===== src/rtl/grf_wb_pkg.sv =====
// Shared constants for the general register file and its write-register select path.
package grf_wb_pkg;

   localparam int unsigned DATA_W   = 32;
   localparam int unsigned ADDR_W   = 5;
   localparam int unsigned NUM_REGS = 32;
   localparam int unsigned CNT_W    = 16;
   localparam int unsigned PC_W     = 32;

   localparam logic [4:0] REG_ZERO = 5'd0;
   localparam logic [4:0] REG_RA   = 5'd31;

   // Upstream write-register select encoding (rt / rd / $31).
   typedef enum logic [1:0] {
      WSEL_RT = 2'd0,
      WSEL_RD = 2'd1,
      WSEL_RA = 2'd2
   } wsel_e;

endpackage


===== src/rtl/grf_trace.sv =====
// Registered write-back trace record and committed-write counter.
module grf_trace #(
   parameter int unsigned DATA_W = 32,
   parameter int unsigned ADDR_W = 5,
   parameter int unsigned CNT_W  = 16,
   parameter int unsigned PC_W   = 32
) (
   input  logic              clk,
   input  logic              reset,
   input  logic              commit_i,
   input  logic [ADDR_W-1:0] addr_i,
   input  logic [DATA_W-1:0] data_i,
   input  logic [PC_W-1:0]   pc_i,
   output logic              trace_valid_o,
   output logic [ADDR_W-1:0] trace_addr_o,
   output logic [DATA_W-1:0] trace_data_o,
   output logic [PC_W-1:0]   trace_pc_o,
   output logic [CNT_W-1:0]  wr_count_o
);

   logic              valid_q, valid_d;
   logic [ADDR_W-1:0] addr_q, addr_d;
   logic [DATA_W-1:0] data_q, data_d;
   logic [PC_W-1:0]   pc_q, pc_d;
   logic [CNT_W-1:0]  cnt_q, cnt_d;

   // Record captures only on commit; counter wraps naturally.
   always_comb begin
      valid_d = commit_i;
      addr_d  = addr_q;
      data_d  = data_q;
      pc_d    = pc_q;
      cnt_d   = cnt_q;
      if (commit_i) begin
         addr_d = addr_i;
         data_d = data_i;
         pc_d   = pc_i;
         cnt_d  = cnt_q + CNT_W'(1);
      end
   end

   always_ff @(posedge clk or negedge reset) begin
      if (!reset) begin
         valid_q <= 1'b0;
         addr_q  <= '0;
         data_q  <= '0;
         pc_q    <= '0;
         cnt_q   <= '0;
      end else begin
         valid_q <= valid_d;
         addr_q  <= addr_d;
         data_q  <= data_d;
         pc_q    <= pc_d;
         cnt_q   <= cnt_d;
      end
   end

   assign trace_valid_o = valid_q;
   assign trace_addr_o  = addr_q;
   assign trace_data_o  = data_q;
   assign trace_pc_o    = pc_q;
   assign wr_count_o    = cnt_q;

endmodule


===== src/rtl/grf_wb.sv =====
// General register file: two bypassed combinational read ports, one write port,
// plus a registered write-back trace for the harness.
module grf_wb #(
   parameter int unsigned DATA_W   = grf_wb_pkg::DATA_W,
   parameter int unsigned ADDR_W   = grf_wb_pkg::ADDR_W,
   parameter int unsigned NUM_REGS = grf_wb_pkg::NUM_REGS,
   parameter int unsigned CNT_W    = grf_wb_pkg::CNT_W
) (
   input  logic              clk,
   input  logic              reset,
   input  logic              we,
   input  logic [ADDR_W-1:0] a1,
   input  logic [ADDR_W-1:0] a2,
   input  logic [ADDR_W-1:0] a3,
   input  logic [DATA_W-1:0] wd,
   input  logic [31:0]       pc,
   output logic [DATA_W-1:0] rd1,
   output logic [DATA_W-1:0] rd2,
   output logic              trace_valid,
   output logic [ADDR_W-1:0] trace_addr,
   output logic [DATA_W-1:0] trace_data,
   output logic [31:0]       trace_pc,
   output logic [CNT_W-1:0]  wr_count
);
   import grf_wb_pkg::*;

   localparam logic [ADDR_W-1:0] ZERO_ADDR = ADDR_W'(REG_ZERO);

   logic [DATA_W-1:0] regs_q [NUM_REGS];
   logic              commit_c;

   // Writes to $0 are dropped and never counted or traced.
   assign commit_c = we && (a3 != ZERO_ADDR);

   always_ff @(posedge clk or negedge reset) begin
      if (!reset) begin
         for (int unsigned i = 0; i < NUM_REGS; i++) begin
            regs_q[i] <= '0;
         end
      end else if (commit_c) begin
         regs_q[a3] <= wd;
      end
   end

   // Reads: $0 is hardwired zero, same-cycle write passes straight through.
   always_comb begin
      rd1 = '0;
      rd2 = '0;
      if (reset) begin
         if (a1 != ZERO_ADDR) begin
            rd1 = (commit_c && (a3 == a1)) ? wd : regs_q[a1];
         end
         if (a2 != ZERO_ADDR) begin
            rd2 = (commit_c && (a3 == a2)) ? wd : regs_q[a2];
         end
      end
   end

   grf_trace #(
      .DATA_W (DATA_W),
      .ADDR_W (ADDR_W),
      .CNT_W  (CNT_W),
      .PC_W   (32)
   ) u_trace (
      .clk           (clk),
      .reset         (reset),
      .commit_i      (commit_c),
      .addr_i        (a3),
      .data_i        (wd),
      .pc_i          (pc),
      .trace_valid_o (trace_valid),
      .trace_addr_o  (trace_addr),
      .trace_data_o  (trace_data),
      .trace_pc_o    (trace_pc),
      .wr_count_o    (wr_count)
   );

endmodule


===== config.mk =====
export PLATFORM = sky130hd
export DESIGN_NAME = grf_wb
export DESIGN_NICKNAME = d
export VERILOG_FILES = /design/src/rtl/grf_wb_pkg.sv /design/src/rtl/grf_trace.sv /design/src/rtl/grf_wb.sv
export SDC_FILE = /design/constraint.sdc
export NUM_CORES = 2
export LEC_CHECK = 0
export CAP_MARGIN = 10
export CORE_MARGIN = 2
export CORE_UTILIZATION = 45
export DETAILED_ROUTE_END_ITERATION = 12
export HOLD_SLACK_MARGIN = 0.06
export SYNTH_ARGS = -nofsm -noshare
export SYNTH_HDL_FRONTEND = slang
export SYNTH_SLANG_ARGS = --single-unit

===== constraint.sdc =====
create_clock -name clk -period 3.1 [get_ports clk]
set_input_delay 0.62 -clock clk [delete_from_list [all_inputs] [get_ports clk]]
set_output_delay 0.62 -clock clk [all_outputs]
set_load 0.05 [all_outputs]

==> results.toml <==
[cells_and_area]
nNetsFinal = 4624
area_growth_pct = 28.5
drive_above_1_share_pct = 57.6
fillers = 9900
final_cells = 6303
antenna_cells = 0
fin_area_um2 = 74400

[synth]
synth_area_um2 = 57900
yosys_warnings = 0
synthesis.instances = 3994
synth.distinct_cells = 50
synth.avg_cell_area_um2 = 14.5
seq_area_frac_synth_pct = 48.0
synth_seq_cells = 1110
synth_edf_count = 0
synth_nets = 4077
async_flop_share_pct = 100
synth_flop_cell = "dfrtp_1"

[clock_network]
clk_pin_slew_ns = 0.06
cts_inserted_buffers = 132
cts.sink_count = 1110
clk_latency_ns = 0.77
htreeDepth = 4
clk_path_buf_depth = 3
cts_root_buffer = "clkbuf_16"
cts_tree = "built"

[global_route]
grt_pass1_vias = 41100
grt_overflow = 0
grt_start_max_net_pins = 162
grt_first_pass_wirelength_mm = 285
antenna_found_initial = 3
grt_use_total_pct = 29.6

[power]
p_leak_nw = 32.2
cellPowerDensity_nw_per_um2 = 619
max-vdd-ir-drop_mv = 0.594

[hold_path]
hold_path.class = "in -> async"

[sta]
setup_violations = 66
fmax_mhz = 296
holdWs_ns = 0.111
maxSlewViolCount = 0
relSlewSlack_pct = 23.0
finalSetupTns_ns = -11.11
hold_viol = 0
setup_ws_ns = -0.278
clock_skew_ns = 0.00976
tightest_slew_ns = 1.15
finalCritPeriodShare_pct = 109
rsz0062_at_grt = "true"
finalCriticalPeriod_ns = 3.38

[outcome]
status = "finished with violations"
violations = "setup timing"

[floorplan]
row_count = 131
die_area_um2 = 132000
fp.coreArea_um2 = 128000
fp.dieW_um = 363
start_util_pct = 45.3
die_y_um = 363
io_pins = 232

[critical_path]
cp_max_fo = 12
r2r_cells = 5
r2r_end = "u_trace.wr_count_o[14]"
worstPathArrival_ns = 2.76
r2r-start = "u_trace.wr_count_o[0]"
cp-end-kind = "primary output"
crit_type = "in -> out"
r2r_slack_ns = 1.33
cp-start-kind = "primary input"
crit_required_ns = 2.48

[detailed_routing]
first_pass_iters = 5
post_drt_wl_per_cell_um = 31.0
avgViaCountPerCell = 6.32
first_iter_violations = 3396
vias = 39800
drc = 0
totalWireLength_mm = 195
postRouteAntennaNets = 0

[placed_design]
dpl_cell_area_um2 = 66800
dp_hpwl_mm = 124
place_inst = 5940
port-buffer-count = 231
gp_congestion = 0.851
place_ws_ns = -0.815

[flow_run]
maxCapViolCount = 0
==> critical path, cell delays in order <==
cell	delay (ns)
buf_16	0.15
buf_12	0.16
buf_12	0.16
buf_6	0.15
mux4_2	0.50
a211oi_1	0.29
a21oi_1	0.09
a221o_2	0.42
buf_12	0.16
==> logic make-up (layout without fill, tap and decap cells) <==
family                   count (synthesis)  after routing  synth area share, %
multiplexers                          1603           1603                 40.2
flip-flops                            1110           1110                 48.0
buffers and inverters                  453           1097                 3.21
AND/OR/NAND/NOR                        410            413                 3.20
AO/OA/AOI/OAI                          392            392                 5.00
XOR/XNOR                                25             25                0.378
adder cells (fa/ha/maj)                  1              1               0.0216
==> where the power goes <==
| part | switching, mW | internal, mW | total [mW] |
|---|---|---|---|
| Clock | 6.31 | 9.61 | 15.9 |
| Combinational | 4.69 | 6.27 | 11.0 |
| Sequential | 1.99 | 17.2 | 19.2 |
| Total | 13.0 | 33.1 | 46.1 |
==> state kept, by name, summed over array words and instances, names as in the netlist <==
| name | flops |
|---|---|
| u_trace.trace_pc_o | 32 |
| u_trace.trace_addr_o | 5 |
| regs_q | 1024 |
| u_trace.wr_count_o | 16 |
| u_trace.trace_data_o | 32 |
| u_trace.trace_valid_o | 1 |
==> cells in the final DEF (no fill, tap or decap), drive strengths merged, types with 6 or more instances in the layout <==
master,count
dfrtp,1110
mux2,992
buf,692
mux4,478
nand2,257
clkbuf,199
clkdlybuf4s50,150
mux2i,133
a211oi,90
a22oi,81
a21oi,69
nor2b,68
a221o,63
o21ai,34
a221oi,32
nor2,31
clkinv,27
xnor2,14
nand3,13
bufinv,12
o22ai,12
xor2,11
nor3,11
inv,11
nand3b,6
==> worst max path at each step <==
stage / from / endpoint
2_1_floorplan: a1[0] / rd1[24]
3_3_place_gp: a3[2] / rd1[22]
3_5_place_dp: a3[2] / rd1[22]
4_1_cts: regs_q[767] / rd2[31]
5_1_grt: regs_q[767] / rd2[31]
6_report: a2[0] / rd2[1]
==> through the flow <==
step | power [mW] | util, %
detailed placement | 29.5 | 52.3
floorplan | 25.6 | -
global route | 47.9 | 58.3
finish | 46.1 | 58.3
global placement | 29.2 | 52.3
CTS | 46.0 | 57.4
==> metal layers <==
layer	up-vias	part of all wire [%]	global-route usage, %
li1	16400	-	-
met1	21600	42	40.6
met2	1451	46	44.9
met3	361	7.6	7.42
met4	6	4.7	12.8
met5	-	0.021	0
==> cell type report <==
class | instances | area [um^2] | area share, %
Clock inverter | 44 | 597 | 0.802
Clock buffer | 190 | 3840 | 5.16
Sequential cell | 1110 | 27800 | 37.3
Tap cell | 1662 | 2080 | 2.80
Inverter | 8 | 31.3 | 0.0421
Multi-Input combinational cell | 2434 | 29700 | 39.9
Timing Repair Buffer | 855 | 10300 | 13.9
==> cells in the mapped netlist, types with 14 or more instances <==
cell      number  area share (%)
dfrtp_1     1110              48
mux2_2       992              19
mux4_2       478              19
clkbuf_1     260             1.7
nand2_1      257             1.7
mux2i_1      133             2.3
buf_2        107            0.93
a211oi_1      90             1.2
a22oi_1       81             1.1
buf_1         71            0.46
a21oi_1       69            0.60
nor2b_1       67            0.72
a221o_1       63             1.1
o21ai_0       33            0.29
a221oi_1      32            0.48
nor2_1        29            0.19
xnor2_1       14            0.21
==> timing repair <==
| action | CTS | global route |
|---|---|---|
| hold buffers | 1 | 0 |
| pin swaps | 125 | 85 |
| buffers inserted | 65 | 57 |
| setup endpoints to repair | 64 | 129 |
| hold endpoints to repair | 102 | 0 |
| gates cloned | 16 | 8 |
| gates resized for setup | 270 | 139 |
Power figures use the tool's default switching activity.
